### config.mk
export PLATFORM = sky130hd
export DESIGN_NAME = axi_read_arbiter
export DESIGN_NICKNAME = d
export VERILOG_FILES = /design/src/rtl/axi_arb_pkg.sv /design/src/rtl/rr_arbiter2.sv /design/src/rtl/axi_read_arbiter.sv
export SDC_FILE = /design/constraint.sdc
export NUM_CORES = 1
export LEC_CHECK = 0
export BUFFER_PORTS_ARGS = -buffer_cell sky130_fd_sc_hd__buf_4
export CORE_ASPECT_RATIO = 0.6
export CORE_MARGIN = 3
export CORE_UTILIZATION = 37
export DETAILED_ROUTE_END_ITERATION = 16
export GPL_ROUTABILITY_DRIVEN = 1
export PLACE_DENSITY_LB_ADDON = 0.12
export SLEW_MARGIN = 20
export SYNTH_ARGS = -nofsm -noshare
export SYNTH_HDL_FRONTEND = slang
export SYNTH_SLANG_ARGS = --single-unit
### constraint.sdc
create_clock -name ACLK -period 3.8 [get_ports ACLK]
set_input_delay 0.76 -clock ACLK [delete_from_list [all_inputs] [get_ports ACLK]]
set_output_delay 0.76 -clock ACLK [all_outputs]
set_load 0.005 [all_outputs]
### src/rtl/axi_arb_pkg.sv
// Shared types and constants for the two-master AXI read-address arbiter.
// AXI field widths match the bridge: ID 4, IDS 8, ADDR 32, LEN 4, SIZE 3.
package axi_arb_pkg;

  localparam int ID_W    = 4;
  localparam int IDS_W   = 8;
  localparam int ADDR_W  = 32;
  localparam int LEN_W   = 4;
  localparam int SIZE_W  = 3;
  localparam int BURST_W = 2;

  localparam logic MST_IF   = 1'b0;
  localparam logic MST_DATA = 1'b1;

  typedef enum logic [1:0] {
    IDLE = 2'd0,
    ADDR = 2'd1,
    DATA = 2'd2
  } arb_state_e;

  typedef struct packed {
    logic [ID_W-1:0]    id;
    logic [ADDR_W-1:0]  addr;
    logic [LEN_W-1:0]   len;
    logic [SIZE_W-1:0]  size;
    logic [BURST_W-1:0] burst;
  } ar_t;

  function automatic logic [LEN_W-1:0] sat_inc(input logic [LEN_W-1:0] v);
    return (v == {LEN_W{1'b1}}) ? v : v + {{(LEN_W-1){1'b0}}, 1'b1};
  endfunction

endpackage

### src/rtl/rr_arbiter2.sv
// Two-way round-robin pick: on a tie the master that was not served last wins.
// Purely combinational; the caller owns last_grant and the grant register.
module rr_arbiter2
  import axi_arb_pkg::*;
(
  input  logic [1:0] req_i,
  input  logic       last_grant_i,
  output logic       gnt_idx_o,
  output logic       gnt_vld_o
);

  always_comb begin
    gnt_vld_o = |req_i;
    gnt_idx_o = MST_IF;
    if (&req_i) begin
      gnt_idx_o = ~last_grant_i;
    end else if (req_i[MST_DATA]) begin
      gnt_idx_o = MST_DATA;
    end
  end

endmodule

### src/rtl/axi_read_arbiter.sv
// Shares the AR path between instruction and data masters, one burst in flight, R routed by grant.
// AR valid one cycle after request; R path is a zero-cycle pass-through; len_err registered.
module axi_read_arbiter
  import axi_arb_pkg::*;
(
  input  logic                ACLK,
  input  logic                ARESETn,
  input  logic [ID_W-1:0]     ARID_M0,
  input  logic [ADDR_W-1:0]   ARADDR_M0,
  input  logic [LEN_W-1:0]    ARLEN_M0,
  input  logic [SIZE_W-1:0]   ARSIZE_M0,
  input  logic [BURST_W-1:0]  ARBURST_M0,
  input  logic                ARVALID_M0,
  output logic                ARREADY_M0,
  input  logic [ID_W-1:0]     ARID_M1,
  input  logic [ADDR_W-1:0]   ARADDR_M1,
  input  logic [LEN_W-1:0]    ARLEN_M1,
  input  logic [SIZE_W-1:0]   ARSIZE_M1,
  input  logic [BURST_W-1:0]  ARBURST_M1,
  input  logic                ARVALID_M1,
  output logic                ARREADY_M1,
  output logic [IDS_W-1:0]    ARID_S,
  output logic [ADDR_W-1:0]   ARADDR_S,
  output logic [LEN_W-1:0]    ARLEN_S,
  output logic [SIZE_W-1:0]   ARSIZE_S,
  output logic [BURST_W-1:0]  ARBURST_S,
  output logic                ARVALID_S,
  input  logic                ARREADY_S,
  input  logic [IDS_W-1:0]    RID_S,
  input  logic                RLAST_S,
  input  logic                RVALID_S,
  output logic                RREADY_S,
  output logic [ID_W-1:0]     RID_M0,
  output logic [ID_W-1:0]     RID_M1,
  output logic                RVALID_M0,
  output logic                RVALID_M1,
  input  logic                RREADY_M0,
  input  logic                RREADY_M1,
  output logic                busy,
  output logic                len_err
);

  arb_state_e        state_q, state_d;
  logic              grant_q, grant_d;
  logic              last_grant_q, last_grant_d;
  logic [LEN_W-1:0]  beat_cnt_q, beat_cnt_d;
  logic [LEN_W-1:0]  exp_len_q, exp_len_d;
  logic              len_err_q, len_err_d;

  ar_t               ar_m0, ar_m1, ar_sel, ar_out;
  logic [IDS_W-1:0]  ar_id_s;
  logic              arv_sel, rrdy_sel, r_hs;
  logic              rr_idx, rr_vld;
  logic              unused_rid_hi;

  assign ar_m0 = {ARID_M0, ARADDR_M0, ARLEN_M0, ARSIZE_M0, ARBURST_M0};
  assign ar_m1 = {ARID_M1, ARADDR_M1, ARLEN_M1, ARSIZE_M1, ARBURST_M1};

  assign ar_sel   = grant_q ? ar_m1 : ar_m0;
  assign arv_sel  = grant_q ? ARVALID_M1 : ARVALID_M0;
  assign rrdy_sel = grant_q ? RREADY_M1 : RREADY_M0;
  assign r_hs     = RVALID_S & rrdy_sel;

  // The returning master index in RID_S[7:4] is not trusted; routing follows grant_q.
  assign unused_rid_hi = ^RID_S[IDS_W-1:ID_W];

  rr_arbiter2 u_rr (
    .req_i        ({ARVALID_M1, ARVALID_M0}),
    .last_grant_i (last_grant_q),
    .gnt_idx_o    (rr_idx),
    .gnt_vld_o    (rr_vld)
  );

  always_comb begin
    state_d      = state_q;
    grant_d      = grant_q;
    last_grant_d = last_grant_q;
    beat_cnt_d   = beat_cnt_q;
    exp_len_d    = exp_len_q;
    len_err_d    = 1'b0;
    ar_out       = '0;
    ar_id_s      = '0;
    ARVALID_S    = 1'b0;
    ARREADY_M0   = 1'b0;
    ARREADY_M1   = 1'b0;
    RVALID_M0    = 1'b0;
    RVALID_M1    = 1'b0;
    RREADY_S     = 1'b0;

    case (state_q)
      IDLE: begin
        if (rr_vld) begin
          grant_d = rr_idx;
          state_d = ADDR;
        end
      end
      ADDR: begin
        ar_out    = ar_sel;
        ar_id_s   = {{(IDS_W-ID_W-1){1'b0}}, grant_q, ar_sel.id};
        ARVALID_S = arv_sel;
        if (grant_q) ARREADY_M1 = ARREADY_S;
        else         ARREADY_M0 = ARREADY_S;
        if (arv_sel && ARREADY_S) begin
          exp_len_d  = ar_sel.len;
          beat_cnt_d = '0;
          state_d    = DATA;
        end
      end
      DATA: begin
        if (grant_q) RVALID_M1 = RVALID_S;
        else         RVALID_M0 = RVALID_S;
        RREADY_S = rrdy_sel;
        if (r_hs) begin
          beat_cnt_d = sat_inc(beat_cnt_q);
          // Flag both a short burst (early RLAST) and an overlong one (missing RLAST).
          len_err_d  = RLAST_S ? (beat_cnt_q != exp_len_q) : (beat_cnt_q == exp_len_q);
          if (RLAST_S) begin
            last_grant_d = grant_q;
            state_d      = IDLE;
          end
        end
      end
      default: state_d = IDLE;
    endcase
  end

  always_ff @(posedge ACLK or negedge ARESETn) begin
    if (!ARESETn) begin
      state_q      <= IDLE;
      grant_q      <= MST_IF;
      last_grant_q <= MST_DATA;
      beat_cnt_q   <= '0;
      exp_len_q    <= '0;
      len_err_q    <= 1'b0;
    end else begin
      state_q      <= state_d;
      grant_q      <= grant_d;
      last_grant_q <= last_grant_d;
      beat_cnt_q   <= beat_cnt_d;
      exp_len_q    <= exp_len_d;
      len_err_q    <= len_err_d;
    end
  end

  assign ARID_S    = ar_id_s;
  assign ARADDR_S  = ar_out.addr;
  assign ARLEN_S   = ar_out.len;
  assign ARSIZE_S  = ar_out.size;
  assign ARBURST_S = ar_out.burst;

  assign RID_M0  = RID_S[ID_W-1:0];
  assign RID_M1  = RID_S[ID_W-1:0];
  assign busy    = (state_q != IDLE);
  assign len_err = len_err_q;

endmodule

## Word-level counts from Yosys, hierarchy flattened

Cells that the tools add are included.

| storage, ports and cells | value |
|---|---|
| register bits | 13 |
| word-level logic and storage cells | 59 |

| operators by class | value |
|---|---|
| $add $sub $neg | 1 |
| eq/ne operators | 10 |
| muxes and demuxes | 29 |
| bitwise logic cells | 2 |
| reductions and logical operators | 11 |

Operators by type and width:

| operator | number |
|---|---|
| 45-bit two-way mux | 1 |
| 41-bit two-way mux | 1 |
| 1-bit two-way mux | 17 |
| 4-bit two-way mux | 3 |
| 2-bit != test, second input constant | 5 |
| 2-bit two-way mux | 4 |
| 4-bit one-hot mux with 2 select lines | 1 |
| 4-bit AND reduction | 2 |
| 2-bit one-hot mux with 3 select lines | 1 |
| 2-bit AND reduction | 3 |
| 5-bit two-way mux | 1 |
| 4-bit by 1-bit adder with 4-bit output, second input constant | 1 |
| 4-bit equality test | 1 |
| 4-bit equality test, second input constant | 1 |
| 4-bit != test | 1 |
| 2-bit nonzero test | 2 |
| 3-bit AND reduction | 1 |
| 2-bit by 1-bit equality test with 1-bit output, second input constant | 1 |
| 2-bit equality test, second input constant | 1 |
| 2-bit zero test | 1 |
| 2-bit OR reduction | 1 |
| 1-bit AND | 1 |
| 1-bit logical AND | 1 |
| 1-bit inverter | 1 |

## Depth between registers and ports, before layout

Gate-level depths: netlist of run 1.

| depth | value |
|---|---|
| depth in word-level cells | 4 |
| mapped depth | 5 |

## Cells and area by module

From an unflattened synthesis of run 1, not the netlist that was laid out.

| unflattened totals | value |
|---|---|
| cell total of the unflattened synthesis | 186 |
| area total of the unflattened synthesis | 1,507.7 sq um |

Modules (own cells, without submodules):

| module | times used | cells each | area each (sq um) | seq. area each (sq um) |
|---|---|---|---|---|
| axi_read_arbiter | 1 | 184 | 1,493.9 | 326.6 |
| rr_arbiter2 | 1 | 2 | 13.8 | 0.0 |

## Worst setup path after synthesis of run 1

Ideal clock, no wire load.

| timing | value |
|---|---|
| path type | reg2out |
| start point | reg grant_q |
| end point | out ARADDR_S[10] |
| arrival time | 1.110 ns |
| data required time | 3.040 ns |
| path slack | 1.930 ns |
| cell stages (with the launch flop) | 6 |
| buffers on the path | 3 |
| cell sequence | dfrtp_1 -> buf_6 -> buf_4 -> buf_2 -> mux2i_1 -> nor2_1 |

| between the ends | value |
|---|---|
| word-level cells in the longest chain between the ends | 2 |

RTL lines:

| element | line | source |
|---|---|---|
| from (decl) | axi_read_arbiter.sv:44 | `logic grant_q, grant_d;` |
| from (signal assigned) | axi_read_arbiter.sv:137 | `grant_q <= grant_d;` |
| 45-bit two-way mux | axi_read_arbiter.sv:59 | `assign ar_sel = grant_q ? ar_m1 : ar_m0;` |
| 41-bit two-way mux | axi_read_arbiter.sv:90 | `case (state_q)` |
| to (decl) | axi_read_arbiter.sv:23 | `output logic [ADDR_W-1:0] ARADDR_S,` |

No other way between the ends.

## Worst setup path after layout of run 1

| timing | value |
|---|---|
| start point | reg grant_q |
| end point | out ARLEN_S[2] |

| between the ends | value |
|---|---|
| word-level cells in the longest chain between the ends | 2 |

RTL lines:

| element | line | source |
|---|---|---|
| 45-bit two-way mux | axi_read_arbiter.sv:59 |  |
| 41-bit two-way mux | axi_read_arbiter.sv:90 |  |
| to (decl) | axi_read_arbiter.sv:24 | `output logic [LEN_W-1:0] ARLEN_S,` |

No other way between the ends.

==> flow_metrics.tcl, run 1 <==
set metrics [dict create \
    status "finished, final reports clean" \
    yosys_most_used_dff "dfrtp_1" \
    cts_made_buffers 3 \
    rsz0062_at_grt "false" \
    synthDominantCellAreaShare 0.335 \
    synth_top_area_cell "mux2i_1" \
    critPathTopFamily "flip-flops" \
    yosys.cell_count.top_type "nor2_1" \
    cp-end-kind "output pin" \
    grt_overflow 0 \
    tightest_slew_ps 684 \
    crit_chain "buf_4, mux2i_1, nor2_1, buf_4" \
    initial_utilization 0.397 \
    antennaDiodeCount 0 \
    startpoint_type "flip-flop" \
    ys_seq_area_frac 0.219 \
    synthMuxAreaShare 0.350 \
    cpPeakStageDelay_ps 810 \
    worstPathArrival_ps 1930 \
    finalHoldViolCount 0 \
    slowest_stage "dfrtp_2" \
    period_share 0.709 \
    area_delta_synth_final_pct 75.2 \
    vias 1811 \
    timing.fmax_mhz 371 \
    cts_tree "done" \
    synth-xor-area-share 0.0235 \
    clkLatencyLatePin_ps 240 \
    required_ps 3040 \
    syn_area_um2 1490 \
    grt_pass1_wl_um 7900 \
    skew_ps 3.04 \
    fin_tns_setup_ps 0 \
    gp_congestion 0.814 \
    drc_errors 0 \
    cts_root_buffer "clkbuf_8" \
    grt_pass1_vias 1729 \
    routedWlPerCell_um 14.7 \
    ir_worst_vdd_v 0.000557 \
    synth_top_family_by_area "multiplexers" \
    grt_start_max_net_pins 47 \
    ioPinCount 172 \
    vias_per_cell 4.89 \
    holdBufCountCts 0 \
    maxCapViolations 0 \
    detailed_place_hpwl_um 4520 \
    cts.sinks 13 \
    slew_headroom 0.544 \
    grt_usage 0.202 \
    fill_cells 325 \
    synth_common_cells "nor2_1, mux2i_1, buf_4" \
    drv_slew 0 \
    dp_slack_ps 1350 \
    synth-edff-count 0 \
    cts_setup_buffers 0 \
    syn_inst 184 \
    ys_warn_count 0 \
    synth-compound-area-share 0.0620 \
    crit_buf_inv 2 \
    worst_slack_ps 1110 \
    ys_async_sr_fraction 1.00 \
    ant_nets 0 \
    p_per_area_nw_per_um2 611 \
    drt_iter0_drc 55 \
    die_y_um 55.2 \
    portBuffers 152 \
    synthAdderAreaFrac 0.00838 \
    final_cell_area_um2 2620 \
    path_max_fanout 26 \
    htreeDepth 1 \
    syn_avg_cell_area_um2 8.12 \
    clkTransAtPathRegs_ps 60 \
    die_w_um 88.0 \
    core_area_um2 3760 \
    synth.area.top_cells "mux2i_1, dfrtp_1, nor2_1, buf_4, a22o_1" \
    period_needed_ps 2690 \
    cts_resized 0 \
    ys_ff_latch 13 \
    antenna_found_initial 0 \
    dr.pass1.iters 4 \
    synth_cell_type_count 34 \
    nets 432 \
    setup_violations 0 \
    hold_class "input port to async pin" \
    synth-simple-area-share 0.223 \
    num_rows 17 \
    fp.dieArea_um2 4860 \
    drive_above_1_share 0.505 \
    placedInstanceArea_um2 2570 \
    leakage_nw 1.53 \
    path_class "flip-flop to output pin" \
    crit_top_cell "buf_4" \
    wl_um 5440 \
    cts_max_path_buffers 2 \
]
## cells in the final DEF, fill, tap and decap left out, drive strengths merged, types with 2 or more instances in the layout
cell type / synthesis / layout
conb: 1 / 3
a22o: 4 / 4
mux2: 2 / 2
o21ai: 2 / 2
nand2b: 3 / 3
xor2: 4 / 4
nor2: 53 / 53
or3: 2 / 2
mux2i: 50 / 50
nor2b: 4 / 4
nand3b: 2 / 2
buf: 21 / 155
dfrtp: 12 / 12
clkbuf: 1 / 4
and3: 2 / 2
inv: 4 / 4
a31oi: 2 / 2
nand3: 2 / 2
## final cells by class
cell class	count	area, um2	area share
clock buffers	4	45.0	0.0172
repair buffers	155	1160	0.445
well taps	47	58.8	0.0225
multi-input cells	147	1010	0.385
flip-flops and latches	13	328	0.125
inverters	4	15.0	0.00574
## final timing paths
check	from	slack, ps	cells after the start	end
setup / recovery	grant_q$_DFFE_PN0P_	1110	4	ARLEN_S[2]
hold / removal	ARESETn	350	1	beat_cnt_q[0]$_DFFE_PN0P_
setup reg to reg	grant_q$_DFFE_PN0P_	1870	3	beat_cnt_q[2]$_DFFE_PN0P_
hold reg to reg	exp_len_q[3]$_DFFE_PN0P_	530	1	exp_len_q[3]$_DFFE_PN0P_
max in group asynchronous	ARESETn	3220	1	last_grant_q$_DFFE_PN1P_
min in group ACLK	exp_len_q[3]$_DFFE_PN0P_	530	1	exp_len_q[3]$_DFFE_PN0P_
## metal layers
metal | track usage | up-vias | share of wire
met3 | 0.0522 | 14 | 0.085
li1 | - | 900 | -
met1 | 0.252 | 814 | 0.41
met2 | 0.340 | 83 | 0.48
met4 | 0.0625 | 0 | 0.023
met5 | 0 | - | 0
## kinds of logic after synthesis
logic type,Yosys count
xor gates and xnor gates,4
and+or+nand+nor,74
buffers and inverters,26
other,1
muxes,52
adders and majority gates,1
AOI/OAI and AO/OA,13
DFF,13
## flip-flops by register name, summed over array words and instances, names as in the netlist
| register | flops |
|---|---|
| last_grant_q | 1 |
| len_err | 1 |
| state_q | 2 |
| grant_q | 1 |
| exp_len_q | 4 |
| beat_cnt_q | 4 |
## stage by stage
stage	power, W	utilization	std cells	hold WS (ps)
2_1_floorplan	0.000940	-	186	464
3_3_place_gp	0.00148	0.683	366	515
3_5_place_dp	0.00149	0.683	366	515
4_1_cts	0.00162	0.695	370	354
5_1_grt	0.00172	0.695	370	350
6_report	0.00160	0.695	370	351
## power by group
part / internal, W / switching (W)
Combinational: 0.000662 / 0.000511
Sequential: 0.000194 / 0.000110
Clock: 0.0000740 / 0.0000495
Total: 0.000929 / 0.000671
No activity file was read; power rests on OpenSTA's default activity.
==> run 2, diff against run 1 <==
ABC_AREA = 1   (was default)
CORE_UTILIZATION = 32   (was 37)
clock period = 2.3 ns   (was 3.8 ns; I/O delays follow)
==> run 2 against run 1 <==
  * Non-clock buffer count rose by 2
  * Sequential share of layout area is 0.64 points lower
  * Cell count increased by 27%
  * Largest cell class unchanged
  * Largest power group unchanged
  * Critical path depth up 2
==> flow_metrics.tcl, run 2 <==
set metrics [dict create \
    period_needed_ps 2060 \
    worstPathArrival_ps 1600 \
    ys_warn_count 0 \
    cts_made_buffers 3 \
    antenna_found_initial 0 \
    period_share 0.896 \
    grt_pass1_vias 1986 \
    finalHoldViolCount 0 \
    num_rows 19 \
    fill_cells 456 \
    grt_usage 0.181 \
    rr_startpoint "state_q[0]$_DFFE_PN0P_" \
    fp.dieArea_um2 5910 \
    holdBufCountCts 0 \
    skew_ps 0.445 \
    synth_cell_type_count 27 \
    cp-startpoint "state_q[0]$_DFFE_PN0P_" \
    gp_congestion 0.847 \
    hold_class "input port to async pin" \
    syn_avg_cell_area_um2 5.91 \
    die_y_um 60.8 \
    cp-end-kind "output pin" \
    syn_inst 271 \
    slowest_stage "dfrtp_1" \
    detailed_place_hpwl_um 4600 \
    grt_pass1_wl_um 8800 \
    setup_violations 0 \
    multi_input_area_um2 1030 \
    ys_ff_latch 13 \
    status "finished, final reports clean" \
    regArea_um2 328 \
    routedWlPerCell_um 12.3 \
    clkTransAtPathRegs_ps 50 \
    dr.pass1.iters 4 \
    antennaDiodeCount 0 \
    regToRegSetupSlack_ps 860 \
    top_usage_layer "met2" \
    nets 516 \
    grt_start_max_net_pins 38 \
    use_met3 0.0677 \
    maxCapViolations 0 \
    cpPeakStageDelay_ps 370 \
    cts_max_path_buffers 2 \
    grt_overflow 0 \
    ir_worst_vdd_v 0.000448 \
    cts_tree "done" \
    path_max_fanout 23 \
    drive_above_1_share 0.462 \
    die_w_um 97.3 \
    final_common_cell "buf_4" \
    fin_tns_setup_ps 0 \
    synth.area.top_cells "nand2_1, dfrtp_1, a21oi_1, buf_4, a21oi_2" \
    leakage_nw 1.55 \
    rsz0062_at_grt "false" \
    use_met2 0.313 \
    cts_setup_buffers 0 \
    yosys.cell_count.top_type "nand2_1" \
    cts_resized 0 \
    startpoint_type "flip-flop" \
    core_area_um2 4680 \
    ys_async_sr_fraction 1.00 \
    ys_seq_area_frac 0.204 \
    synthDominantCellAreaShare 0.270 \
    timing.fmax_mhz 485 \
    p_per_area_nw_per_um2 1020 \
    synth_top_area_cell "nand2_1" \
    crit_buf_inv 4 \
    instances_no_fill 470 \
    final_cell_mix "buf_4, nand2_1, a21oi_1, nor2_1, inv_1" \
    placed_cells 466 \
    path_class "flip-flop to output pin" \
    portBuffers 152 \
    crit_top_cell "buf_4" \
    finalPower_w 0.00281 \
    initial_utilization 0.342 \
    yosys_most_used_dff "dfrtp_1" \
    cts.sinks 13 \
    critPathTopFamily "buffers and inverters" \
    vias_per_cell 4.60 \
    drc_errors 0 \
    syn_area_um2 1600 \
    ioPinCount 172 \
    cts_root_buffer "clkbuf_8" \
    synth_common_cells "nand2_1, a21oi_1, nor2_1" \
    wl_um 5760 \
    area_delta_synth_final_pct 72.4 \
    vias 2164 \
    drv_slew 0 \
    htreeDepth 1 \
    synth-edff-count 0 \
    grt_use_met1 0.219 \
    largestRegisters "beat_cnt_q (4), exp_len_q (4), state_q (2)" \
    crit_chain "inv_1, nor2_2, inv_2, buf_4, a21oi_1, buf_4" \
    clkLatencyLatePin_ps 240 \
    drt_iter0_drc 126 \
    required_ps 1840 \
    ant_nets 0 \
]
run 2: cell count changes after synthesis, sizes merged, moves of 3 or more:
cell    delta
nor2      -33
nand4      +3
clkbuf     +3
inv       +15
o21ai      +5
nor2b      -4
a22o       -4
nand3      +4
mux2i     -46
nand2b     -3
nor3       +3
a21oi     +41
nand2    +119
run 2: metrics by stage:
stage / hold slack, ps / cell area (um2) / setup slack, ps / util
2_1_floorplan: 164 / 1610 / 793 / -
3_3_place_gp: 318 / 2710 / 502 / 0.579
3_5_place_dp: 318 / 2710 / 488 / 0.579
4_1_cts: 57.3 / 2760 / 225 / 0.589
5_1_grt: 57.7 / 2760 / 98.3 / 0.589
6_report: 56.5 / 2760 / 239 / 0.589
run 2: per-layer routing:
metal | share of wire | wire (um) | vias up
met3 | 0.10 | 584 | 9
met1 | 0.41 | 2350 | 947
met5 | 0 | 0 | -
li1 | - | - | 1111
met2 | 0.48 | 2750 | 97
met4 | 0.014 | 80 | 0
run 2: layout make-up:
cell class | count | share of cell area
Timing Repair Buffer | 157 | 0.436
Multi-Input combinational cell | 214 | 0.374
Inverter | 19 | 0.0259
Clock buffer | 4 | 0.0163
Sequential cell | 13 | 0.119
Tap cell | 63 | 0.0286
run 2: path summary, 6_finish.rpt:
kind,to,cells past startpoint
setup / recovery,ARADDR_S[31],6
hold / removal,exp_len_q[2]$_DFFE_PN0P_,1
setup reg to reg,beat_cnt_q[3]$_DFFE_PN0P_,7
hold reg to reg,last_grant_q$_DFFE_PN1P_,2
max in group asynchronous,last_grant_q$_DFFE_PN1P_,1
min in group ACLK,len_err$_DFF_PN0_,3
run 2: where the power goes:
part | total, W | switching (W) | internal [W]
Sequential | 0.000370 | 0.0000594 | 0.000311
Combinational | 0.00224 | 0.00120 | 0.00104
Clock | 0.000202 | 0.0000793 | 0.000122
run 2: worst reg2reg max path, stage by stage (launching register included):
cell     delay, ps
dfrtp_1        370
inv_1           90
nor2_2          60
inv_2          370
nand2_1        210
nand3_2        150
nand2_1         60
nand2_1         60
run 2: cells by family (layout without fill, tap and decap cells):
kind of cell,after synthesis,in the layout,synth area share
AO/OA/AOI/OAI,50,50,0.192
XOR/XNOR,2,2,0.0109
adder cells (fa/ha/maj),1,1,0.00782
buffers and inverters,46,180,0.156
flip-flops,13,13,0.204
multiplexers,4,4,0.0250
other,1,3,0.00234
AND/OR/NAND/NOR,154,154,0.402
==> run 3, diff against run 2 <==
CORE_UTILIZATION = 38   (was 32)
clock period = 2.5 ns   (was 2.3 ns; I/O delays follow)
==> run 3 against run 2 <==
  * First-iteration DRC count fell by 30%
  * Flip-flop and latch count did not move
  * Critical path type unchanged
  * Utilization rose by 12 points
  * Sequential share of layout area rose by 0.079 points
  * Register-to-register slack improved by 30 ps
  * Die area fell by 15%
  * Cell count fell by 1.5%
  * Count of clock-buffer cells in the layout did not move
  * Critical path depth fell by 2
  * Power fell by 10%
  * Highest routed layer unchanged
  * Combinational power fell by 10%
==> flow_metrics.tcl, run 3 (same netlist as run 2, synthesis figures left out) <==
set metrics [dict create \
    status "finished, final reports clean" \
    crit_top_cell "buf_4" \
    ir_worst_vdd_v 0.000465 \
    routedWlPerCell_um 12.4 \
    slew_headroom 0.665 \
    fin_tns_setup_ps 0 \
    placedInstanceArea_um2 2690 \
    cts_made_buffers 3 \
    antenna_found_initial 0 \
    period_needed_ps 2130 \
    drive_above_1_share 0.458 \
    cts_resized 0 \
    grt_usage 0.215 \
    die_y_um 56.3 \
    fp.dieArea_um2 5050 \
    initial_utilization 0.416 \
    nets 515 \
    use_met3 0.0750 \
    holdBufCountCts 0 \
    cts_root_buffer "clkbuf_8" \
    skew_ps 2.62 \
    critPathTopFamily "buffers and inverters" \
    hold_class "input port to async pin" \
    leakage_nw 1.54 \
    drv_slew 0 \
    r2r_cells 7 \
    final_cell_area_um2 2730 \
    grt_use_met1 0.244 \
    final_common_cell "buf_4" \
    largestRegisters "beat_cnt_q (4), exp_len_q (4), state_q (2)" \
    grt_pass1_vias 2085 \
    core_area_um2 3850 \
    rr_startpoint "grant_q$_DFFE_PN0P_" \
    detailed_place_hpwl_um 4700 \
    ant_nets 0 \
    gp_congestion 0.814 \
    vias_per_cell 4.69 \
    htreeDepth 1 \
    drt_iter0_drc 88 \
    antennaDiodeCount 0 \
    rr_endpoint "beat_cnt_q[0]$_DFFE_PN0P_" \
    tightest_slew_ps 503 \
    grt_pass1_wl_um 9160 \
    crit_buf_inv 2 \
    critical_path_cell_count 4 \
    period_share 0.852 \
    timing.fmax_mhz 469 \
    use_met2 0.403 \
    fin_hold_ws_ps 98.1 \
    ioPinCount 172 \
    required_ps 2000 \
    clkLatencyLatePin_ps 240 \
    wl_um 5750 \
    placed_cells 459 \
    top_usage_layer "met2" \
    vias 2172 \
    path_max_fanout 50 \
    setup_violations 0 \
    cts_max_path_buffers 2 \
    finalPower_w 0.00253 \
    cts_tree "done" \
    clkTransAtPathRegs_ps 50 \
    cpPeakStageDelay_ps 440 \
    rsz0062_at_grt "false" \
    finalHoldViolCount 0 \
    cts.sinks 13 \
    area_delta_synth_final_pct 70.6 \
    dr.pass1.iters 4 \
    drc_errors 0 \
    path_class "flip-flop to output pin" \
    regToRegSetupSlack_ps 890 \
    instances_no_fill 463 \
    grt_start_max_net_pins 51 \
    final_cell_mix "buf_4, nand2_1, a21oi_1, nor2_1, inv_1" \
    slowest_stage "buf_4" \
    crit_chain "buf_4, mux2i_1, nor2_1, buf_4" \
    grt_overflow 0 \
    die_w_um 89.8 \
    startpoint_type "flip-flop" \
    cp-end-kind "output pin" \
    cts_setup_buffers 0 \
    maxCapViolations 0 \
    portBuffers 152 \
    worstPathArrival_ps 1630 \
    p_per_area_nw_per_um2 926 \
    num_rows 17 \
]
## run 3: changes by cell type in the layout (fill, tap and decap cells not counted), sizes merged
cell,delta
buf,-1
## run 3: report_power, final
group	total, W	switching [W]	leakage [nW]	internal, W
combinational	0.00201	0.00109	1.35	0.000921
sequential	0.000341	0.0000561	0.167	0.000285
clock	0.000181	0.0000687	0.0228	0.000112
total	0.00253	0.00121	1.54	0.00132
## run 3: worst register-to-register path, delay by kind of cell (launching register included)
family	cells	cell delay, ps
simple gates	6	750
buf+inv	1	440
flops	1	360
## run 3: stage by stage
stage | util | worst slack (ps)
2_1_floorplan | - | 953
3_3_place_gp | 0.697 | 617
3_5_place_dp | 0.697 | 619
4_1_cts | 0.709 | 358
5_1_grt | 0.709 | 259
6_report | 0.709 | 369
## run 3: worst max path at each step
stage | endpoint | startpoint
2_1_floorplan | ARADDR_S[0] | state_q[1]$_DFFE_PN0P_
3_3_place_gp | ARLEN_S[0] | grant_q$_DFFE_PN0P_
3_5_place_dp | ARLEN_S[0] | grant_q$_DFFE_PN0P_
4_1_cts | ARLEN_S[0] | grant_q$_DFFE_PN0P_
5_1_grt | ARLEN_S[0] | grant_q$_DFFE_PN0P_
6_report | ARLEN_S[0] | grant_q$_DFFE_PN0P_
## run 3: layer usage
metal / part of all wire / vias up / wire (um)
met5: 0 / - / 0
met4: 0.0037 / 0 / 21
met3: 0.099 / 2 / 569
met2: 0.50 / 97 / 2890
met1: 0.39 / 961 / 2270
li1: - / 1112 / -
## run 3: area by class of cell
class	count	area [um2]
timing repair buffer	156	1180
fill	343	1120
multi-input combinational	214	1030
sequential	13	327
inverter	19	71.3
tap	57	71.3
clock buffer	4	45.0
